--- src/rtl/lb_bank_pkg.sv ---
// Shared definitions for the local-bus register bank: region bases,
// the region selector and the access-error causes.
package lb_bank_pkg;

  localparam logic [7:0] CFG_BASE   = 8'h00;
  localparam logic [7:0] STAT_BASE  = 8'h40;
  localparam logic [7:0] ID_ADDR    = 8'h80;
  localparam logic [7:0] CNT_ADDR   = 8'h81;
  localparam logic [7:0] ERR_ADDR   = 8'h82;
  localparam logic [7:0] PULSE_ADDR = 8'hC0;

  localparam int REGION_W = 3;

  typedef enum logic [REGION_W-1:0] {
    RG_NONE,
    RG_CFG,
    RG_STAT,
    RG_ID,
    RG_CNT,
    RG_ERR,
    RG_PULSE
  } region_e;

  typedef enum logic [1:0] {
    ERR_NONE,
    ERR_WR_RO,
    ERR_RD_UNMAPPED,
    ERR_RD_WR_BOTH
  } err_cause_e;

  // Any nonzero addr[15:8] pushes the access into the unmapped space.
  function automatic region_e decode(input logic [15:0] a16,
                                     input int cfg_cnt,
                                     input int stat_cnt);
    logic [7:0] a;
    a = a16[7:0];
    if (a16[15:8] != 8'h00)  return RG_NONE;
    if (a < STAT_BASE)       return (int'(a - CFG_BASE) < cfg_cnt) ? RG_CFG : RG_NONE;
    if (a < ID_ADDR)         return (int'(a - STAT_BASE) < stat_cnt) ? RG_STAT : RG_NONE;
    if (a == ID_ADDR)        return RG_ID;
    if (a == CNT_ADDR)       return RG_CNT;
    if (a == ERR_ADDR)       return RG_ERR;
    if (a == PULSE_ADDR)     return RG_PULSE;
    return RG_NONE;
  endfunction

endpackage

--- src/rtl/lb_rd_pipe.sv ---
// Fixed-length data delay line for read data, with synchronous
// active-low clear; a length of 0 is a plain passthrough.
module lb_rd_pipe #(
  parameter int len   = 2,
  parameter int width = 32
) (
  input  logic             clk,
  input  logic             rst_n,
  input  logic [width-1:0] d,
  output logic [width-1:0] q
);

  generate
    if (len == 0) begin : g_pass
      assign q = d;
    end else begin : g_pipe
      logic [width-1:0] stage_q [len];

      // NOTE: the stages are reset on purpose: a read in flight at reset
      // must come out as 0, not as stale data.
      always_ff @(posedge clk) begin
        if (!rst_n) begin
          for (int i = 0; i < len; i++) stage_q[i] <= '0;
        end else begin
          // NOTE: non-blocking so each stage takes its neighbour's old value.
          stage_q[0] <= d;
          for (int i = 1; i < len; i++) stage_q[i] <= stage_q[i-1];
        end
      end

      assign q = stage_q[len-1];
    end
  endgenerate

endmodule

--- src/rtl/lb_reg_bank.sv ---
// Local-bus register bank behind the UDP memory gateway: config, status,
// pulse, counters and sticky error, with a fixed read latency.
module lb_reg_bank
  import lb_bank_pkg::*;
#(
  parameter int          read_pipe_len = 3,
  parameter logic [7:0]  page          = 8'h00,
  parameter int          n_cfg         = 8,
  parameter int          n_stat        = 8,
  parameter logic [31:0] bank_id       = 32'h4C425242
) (
  input  logic                  clk,
  input  logic                  rst_n,
  input  logic [23:0]           addr,
  input  logic                  control_strobe,
  input  logic                  control_rd,
  input  logic                  control_write,
  input  logic [31:0]           data_out,
  output logic [31:0]           data_in,
  output logic [n_cfg*32-1:0]   cfg_out,
  input  logic [n_stat*32-1:0]  stat_in,
  output logic [31:0]           pulse_out,
  output logic                  err_flag
);

  logic                hit, is_rd, is_wr;
  logic [5:0]          idx;
  region_e             region;
  err_cause_e          err_cause;
  logic [31:0]         rd_mux;
  logic [31:0]         stage1_q;
  logic [15:0]         rd_count, wr_count;
  logic [n_cfg*32-1:0] cfg_q;

  assign idx = addr[5:0];

  // NOTE: every always_comb output is given a default first so no path
  // leaves it unassigned and no latch is inferred.
  always_comb begin
    hit       = control_strobe && (addr[23:16] == page);
    is_rd     = hit && control_rd;
    is_wr     = hit && !control_rd;
    region    = decode(addr[15:0], n_cfg, n_stat);
    rd_mux    = '0;
    err_cause = ERR_NONE;

    case (region)
      RG_CFG:  for (int k = 0; k < n_cfg; k++)  if (idx == 6'(k)) rd_mux = cfg_q[32*k +: 32];
      RG_STAT: for (int k = 0; k < n_stat; k++) if (idx == 6'(k)) rd_mux = stat_in[32*k +: 32];
      RG_ID:   rd_mux = bank_id;
      RG_CNT:  rd_mux = {rd_count, wr_count};
      RG_ERR:  rd_mux = {31'd0, err_flag};
      default: rd_mux = '0;
    endcase

    if (is_rd && control_write)
      err_cause = ERR_RD_WR_BOTH;
    else if (is_rd && region == RG_NONE)
      err_cause = ERR_RD_UNMAPPED;
    else if (is_wr && !(region inside {RG_CFG, RG_ERR, RG_PULSE}))
      err_cause = ERR_WR_RO;
  end

  always_ff @(posedge clk) begin
    if (!rst_n) begin
      cfg_q     <= '0;
      pulse_out <= '0;
      err_flag  <= 1'b0;
      rd_count  <= '0;
      wr_count  <= '0;
      stage1_q  <= '0;
    end else begin
      pulse_out <= (is_wr && region == RG_PULSE) ? data_out : '0;

      if (is_wr && region == RG_CFG)
        for (int k = 0; k < n_cfg; k++)
          if (idx == 6'(k)) cfg_q[32*k +: 32] <= data_out;

      // Holding the first stage between reads keeps data_in stable downstream.
      if (is_rd) begin
        stage1_q <= rd_mux;
        rd_count <= rd_count + 16'd1;
      end
      if (is_wr) wr_count <= wr_count + 16'd1;

      if (err_cause != ERR_NONE)
        err_flag <= 1'b1;
      else if (is_wr && region == RG_ERR && data_out[0])
        err_flag <= 1'b0;
    end
  end

  assign cfg_out = cfg_q;

  lb_rd_pipe #(
    .len   (read_pipe_len - 1),
    .width (32)
  ) u_rd_pipe (
    .clk   (clk),
    .rst_n (rst_n),
    .d     (stage1_q),
    .q     (data_in)
  );

endmodule

--- config.mk ---
export PLATFORM = sky130hd
export DESIGN_NAME = lb_reg_bank
export DESIGN_NICKNAME = d
export VERILOG_FILES = /design/src/rtl/lb_bank_pkg.sv /design/src/rtl/lb_rd_pipe.sv /design/src/rtl/lb_reg_bank.sv
export SDC_FILE = /design/constraint.sdc
export NUM_CORES = 1
export LEC_CHECK = 0
export BUFFER_PORTS_ARGS = -buffer_cell sky130_fd_sc_hd__buf_2
export CORE_ASPECT_RATIO = 2
export CORE_MARGIN = 2
export CORE_UTILIZATION = 29
export CTS_CLUSTER_SIZE = 8
export DETAILED_ROUTE_END_ITERATION = 10
export GPL_TIMING_DRIVEN = 0
export HOLD_SLACK_MARGIN = 0.05
export SYNTH_ARGS = -nofsm -noshare
export SYNTH_HDL_FRONTEND = slang
export SYNTH_SLANG_ARGS = --single-unit
export TNS_END_PERCENT = 5
--- constraint.sdc ---
create_clock -name clk -period 2.9 [get_ports clk]
set_clock_uncertainty 0.15 [all_clocks]
set_input_delay 0.29 -clock clk [delete_from_list [all_inputs] [get_ports clk]]
set_output_delay 0.29 -clock clk [all_outputs]
set_load 0.01 [all_outputs]
==> results of run 1 <==
-- worst max-delay path, cell delays in order --
cell      delay, ps
buf_2           160
nor3_1          420
buf_2           440
and2_2          460
clkbuf_2        540
a221oi_1        200
o22ai_1         480
a32oi_1         220
o22ai_1         160
-- power by group --
part / internal, W / total, W / switching (W) / leakage (nW)
registers: 0.00573 / 0.00573 / 0.0000000797 / 3.36
clock network: 0.00355 / 0.00624 / 0.00269 / 0.747
logic: 0.000396 / 0.00129 / 0.000895 / 6.93
-- cells in the mapped netlist, drive strengths merged, types with 18 or more instances --
master	count	share of area [%]
a221oi	34	1.6
o22ai	42	1.4
and2	123	4.0
a31o	38	1.7
mux2	20	1.2
and3	18	0.59
mux2i	213	11
xor2	23	1.1
nand3	84	2.2
buf	80	2.6
o21ai	176	4.6
a21oi	68	1.8
dfxtp	417	44
nor3	19	0.55
nor2	155	3.1
clkbuf	126	2.5
nand2	281	5.5
a211oi	21	0.85
a22oi	41	1.6
-- per-layer routing --
metal  wire length (microns)  share of wire (%)  track usage [%]
met2                   60700                 46             61.4
met5                      96              0.073                0
met3                   14900                 11             13.1
met4                   15000                 11             34.1
met1                   41600                 31             36.3
-- final cells by class --
cell class | instances | area, sq um
Fill cell | 6903 | 39400
Multi-Input combinational cell | 1541 | 10000
Sequential cell | 417 | 8350
Timing Repair Buffer | 712 | 3920
Clock buffer | 60 | 1480
Buffer | 205 | 1190
Tap cell | 877 | 1100
Clock inverter | 3 | 37.5
Inverter | 8 | 32.5
Antenna cell | 8 | 20.0
-- cell families (layout without fill, tap and decap cells) --
logic type / after synthesis / count (layout) / synth area share (%)
simple gates: 729 / 729 / 17.9
compound gates: 540 / 540 / 18.7
flops: 417 / 417 / 43.6
mux: 238 / 238 / 12.9
buf+inv: 214 / 988 / 5.19
xor+xnor: 28 / 28 / 1.28
fa+ha+maj: 6 / 6 / 0.392
other cells: 0 / 8 / 0
-- through the flow --
stage                     utilization (%)  cell area, sq um  std cells  power, W  hold WS (ps)
after floorplan                         -             19200       2172   0.00627           262
after global placement               35.7             23400       3685   0.00699           267
after detailed placement             35.8             23500       3686   0.00699           268
after CTS                            39.6             26000       3818    0.0132          53.9
after global routing                 39.9             26200       3829    0.0134          97.6
final                                39.9             26200       3831    0.0133          58.1
-- sequential cells by signal, indices dropped and copies added, names as in the netlist --
signal	flops
err_flag	1
pulse_out	32
u_rd_pipe.g_pipe.stage_q	64
stage1_q	32
cfg_out	256
wr_count	16
rd_count	16
-- worst max-delay path by stage --
stage | from | depth (start not counted) | endpoint
floorplan | addr[6] | 10 | cfg_out[73]
global placement | addr[1] | 10 | stage1_q[8]
detailed placement | addr[1] | 10 | stage1_q[10]
CTS | addr[6] | 11 | stage1_q[25]
global route | addr[13] | 10 | cfg_out[232]
finish | addr[4] | 9 | stage1_q[5]
-- what timing repair did --
item | in CTS | in global routing
endpoints found under the setup margin | 318 | 300
hold buffers | 58 | 0
buffers inserted | 12 | 5
hold endpoints to repair | 103 | 0
gates resized for setup | 176 | 34
pin swaps | 9 | 4
==> metrics.md, run 1 <==
| Metric | Value |
|---|---|
| Status | `finished with violations` |
| Failing checks | `setup timing` |
| Gpl congestion | `around 1.0` |
| Async set-reset flop share out of synthesis | `0%` |
| PortBufs | `between 600 and 700` |
| Clock period minus final worst setup slack | `3010 ps` |
| Final setup TNS | `-1060 ps` |
| Syn Std Cell Area | `between 15000 and 20000 sq um` |
| Deepest clock path buffer count | `3` |
| Total grt overflow | `0` |
| Maxcap violations | `0` |
| R2R depth | `6` |
| Reg-to-Reg End | `stage1_q[12]` |
| Post-Route WL | `132000 microns` |
| Syn-to-layout area delta | `36.6%` |
| Worst setup margin | `-105 ps` |
| Initial Util | `between 20 and 30%` |
| Synth warn | `0` |
| R2R Path Start | `cfg_out[172]` |
| Post-synth top flop | `dfxtp_1` |
| Required time of the critical path | `between 3000 and 4000 ps` |
| Sink Count | `417` |
| FP Rows | `133` |
| Max_slew headroom | `under 10%` |
| Mapped Cells | `2172` |
| Chip height | `367 microns` |
| Layout cells sized above 1 | `31.0%` |
| Critical path type | `in2reg` |
| Post-route ant nets | `0` |
| WL per Instance | `34.5 microns` |
| Hold EP | `stage1_q[15]` |
| Initial antenna violation count | `15` |
| Vias post-DR | `approximately 22k` |
| Crit end category | `flip-flop` |
| CP arrival | `3390 ps` |
| Worst IR Drop VDD | `0.482 mV` |
| Least-Margin Pin Slew | `1430 ps` |
| DR pass1 iterations | `7` |
| Number of global-route vias before repair | `21.6k` |
| Overall routing resource usage | `37.4%` |
| Final setup vio count | `24` |
| Startpoint Class | `input pin` |
| P_leak | `11.0 nW` |
| Vias per inst | `5.80` |
| Most frequent cells in the layout | `buf_2, dfxtp_1, nand2_1` |
| Hold path startpoint | `stat_in[111]` |
| Synthesized netlist net count | `2495` |
| First-pass GRT wire length | `174000 microns` |
| Cell Pwr Density | `approximately 510 nW/um^2` |
| Mean post-synth cell area | `8.82 sq um` |
| Commonest non-fill, non-tap cell in the layout | `buf_2` |
| Die footprint | `68200 sq um` |
| Largest net degree at the start of global routing | `16` |
| Hold Violations, Final | `0` |
| R2R Setup Slk | `610 ps` |
| RSZ-0062 raised after global routing | `yes` |
| Hold Crit Depth | `5` |
| CTS tree | `yes` |
| I/O pins | `638` |
| Number of synthesized flops with an enable pin | `0` |
| # H-tree levels | `2` |
| Fin. max-slew vios | `0` |
| Final period util | `104%` |
| Pre-CTS WS | `-2430 ps` |
| Netlist cell types | `68` |
| Die Width | `186 microns` |
| Cts bufs inserted | `58` |
| Hold Crit Class | `in2reg` |
| Worst-path fanout max | `10` |
| Core area | `65600 sq um` |
| FMAX | `about 330 MHz` |
| Sequential fraction of the synthesis area | `approximately 44%` |
| Clk root buf | `clkbuf_16` |
| DRC Markers | `0` |
| Net count reported at finish | `3266` |
| Clk slew on worst S/H paths | `60 ps` |
| 1st-iter DRT viols | `2511` |
| Final HPWL DP | `approximately 100000 microns` |
| Register bit count reported by yosys | `417` |
| Clk_lat worst skew | `between 600 and 700 ps` |
(Power assumes the default switching activity.)
==> run 2: changes to the inputs <==
--- a/config.mk
+++ b/config.mk
@@ -13,6 +13,7 @@
 export DETAILED_ROUTE_END_ITERATION = 10
 export GPL_TIMING_DRIVEN = 0
 export HOLD_SLACK_MARGIN = 0.05
+export RECOVER_POWER = 25
 export SYNTH_ARGS = -nofsm -noshare
 export SYNTH_HDL_FRONTEND = slang
 export SYNTH_SLANG_ARGS = --single-unit
==> run 2 against run 1 <==
Compared with the run above: the run still ends with setup timing left; combinational power is essentially flat; wire length shrank 0.19%; setup slack lost 26 ps; utilization fell by 0.26 points; sequential share of layout area is 0.21 points higher; hold slack improved by 15 ps; sequential power is essentially flat; critical path depth grew 1; power about the same; global-route usage unchanged; critical endpoint is now stage1_q[22]; maximum frequency down 0.85%; clock-buffer cell count stayed put; largest cell class unchanged.
==> metrics.md, run 2 (synthesis gave the netlist of run 1 again) <==
| Metric | Value |
|---|---|
| Cell Pwr Density | `510 nW/um^2` |
| Crit-path cells | `buf_2 -> buf_2 -> buf_2 -> buf_2 -> buf_4 -> buf_4 -> mux2i_1 -> a211oi_1 -> a22oi_1 -> o22ai_1` |
| Pre-CTS WS | `-2430 ps` |
| Final HPWL DP | `103000 microns` |
| Cts bufs inserted | `58` |
| Overall routing resource usage | `37.4%` |
| Commonest non-fill, non-tap cell in the layout | `buf_2` |
| Initial antenna violation count | `15` |
| P_leak | `10.4 nW` |
| Maxcap violations | `0` |
| CP arrival | `3350 ps` |
| Sink Count | `417` |
| Fillers | `6965` |
| RSZ-0062 raised after global routing | `yes` |
| 1st-iter DRT viols | `between 2k and 2.5k` |
| Gpl congestion | `1.01` |
| Worst-path fanout max | `10` |
| Least-Margin Pin Slew | `approximately 1400 ps` |
| First-pass GRT wire length | `174000 microns` |
| CP bufs+invs | `6` |
| Die footprint | `68200 sq um` |
| Worst IR Drop VDD | `0.482 mV` |
| FP Rows | `133` |
| Dpl cells | `3686` |
| Core area | `65600 sq um` |
| Multi-input logic area | `~10000 sq um` |
| Net count reported at finish | `~3.3k` |
| Clk slew on worst S/H paths | `50 ps` |
| PortBufs | `636` |
| I/O pins | `638` |
| WL per Instance | `34.5 microns` |
| Final setup vio count | `26` |
| Hold Crit Class | `in2reg` |
| Startpoint Class | `input pin` |
| Deepest clock path buffer count | `3` |
| Layout cells sized above 1 | `26.3%` |
| Number of global-route vias before repair | `~22k` |
| Required time of the critical path | `3220 ps` |
| Post-Route WL | `132000 microns` |
| Hold Violations, Final | `0` |
| DRC Markers | `0` |
| Chip height | `roughly 370 microns` |
| Max incr delay on CP | `490 ps` |
| FMAX | `between 300 and 400 MHz` |
| Largest net degree at the start of global routing | `16` |
| Status | `finished with violations` |
| Slowest-stage cell, CP | `buf_2` |
| Critical path type | `in2reg` |
| Die Width | `186 microns` |
| Failing checks | `setup timing` |
| Fin. max-slew vios | `0` |
| Syn-to-layout area delta | `35.8%` |
| Max reg flops | `around 260` |
| Finished Layout Cells | `approximately 3.8k` |
| Register area | `8350 sq um` |
| Total grt overflow | `0` |
| Initial Util | `29.2%` |
| Vias per inst | `around 5.8` |
| CP top delay family | `buffers and inverters` |
| # H-tree levels | `2` |
| DR pass1 iterations | `7` |
| Worst setup margin | `-131 ps` |
| Most frequent cells in the layout | `buf_2, dfxtp_1, nand2_1` |
| Design Area, Final | `26000 sq um` |
| Clk_lat worst skew | `640 ps` |
| Vias post-DR | `22.2k` |
| Max_slew headroom | `6.43%` |
| Clock period minus final worst setup slack | `3030 ps` |
| Clk root buf | `clkbuf_16` |
| DP Area | `23500 sq um` |
| Most frequent CP cell | `buf_2` |
| Crit end category | `flip-flop` |
| Post-route ant nets | `0` |
| Final period util | `105%` |
| CTS tree | `yes` |
run 2: cell count changes in the layout (fill, tap and decap cells not counted):
| cell | delta |
|---|---|
| and2_0 | +17 |
| and2_1 | -17 |
| buf_2 | -138 |
| clkbuf_1 | +138 |
| diode_2 | +1 |
run 2: worst paths after layout:
check | end | slack [ps] | depth (start not counted) | start
min reg2reg | u_rd_pipe.g_pipe.stage_q[0][51] | 280 | 1 | u_rd_pipe.g_pipe.stage_q[0][19]
min | stage1_q[31] | 70 | 5 | stat_in[191]
max reg2reg | stage1_q[12] | 580 | 6 | cfg_out[172]
max | stage1_q[22] | -130 | 10 | addr[1]
run 2: worst reg2reg max path, delay by kind of cell (launching register included):
| family | cells | cell delay (ps) |
|---|---|---|
| compound gates | 6 | 1630 |
| flops | 1 | 390 |
run 2: report_power, final:
group | internal [W] | total [W] | switching (W) | leakage [nW]
clock network | 0.00355 | 0.00624 | 0.00269 | 0.747
registers | 0.00573 | 0.00573 | 0.0000000791 | 3.36
logic | 0.000396 | 0.00129 | 0.000896 | 6.31
total | 0.00968 | 0.0133 | 0.00358 | 10.4
run 2: final cells by class:
cell class / instances / share of cell area [%]
Antenna cell: 9 / 0.0866
Buffer: 205 / 4.60
Clock buffer: 60 / 5.69
Clock inverter: 3 / 0.144
Inverter: 8 / 0.125
Multi-Input combinational cell: 1541 / 38.6
Sequential cell: 417 / 32.1
Tap cell: 877 / 4.22
Timing Repair Buffer: 712 / 14.4
run 2: metrics by stage:
stage,power [W],util (%),hold slack [ps],TNS (ps)
floorplan,0.00627,-,262,0
global placement,0.00699,35.7,267,-484800
detailed placement,0.00699,35.8,268,-406580
CTS,0.0132,39.6,53.9,-539
global route,0.0134,39.6,97.6,-3570
finish,0.0133,39.7,72.6,-1250
run 2: timing repair:
action / 4_1_cts / 5_1_grt
pin swaps: 9 / 4
hold buffers: 58 / 0
gates resized for setup: 176 / 34
buffers inserted: 12 / 5
hold endpoints to repair: 103 / 0
setup endpoints to repair: 318 / 300
run 2: metal layers:
metal  track usage (%)  vias to the layer above  share of wire, %
li1                  -                     9312                 -
met1              36.3                    10486                31
met2              61.4                     1739                46
met3              13.1                      618                11
met4              34.1                        6                11
met5                 0                        -             0.027
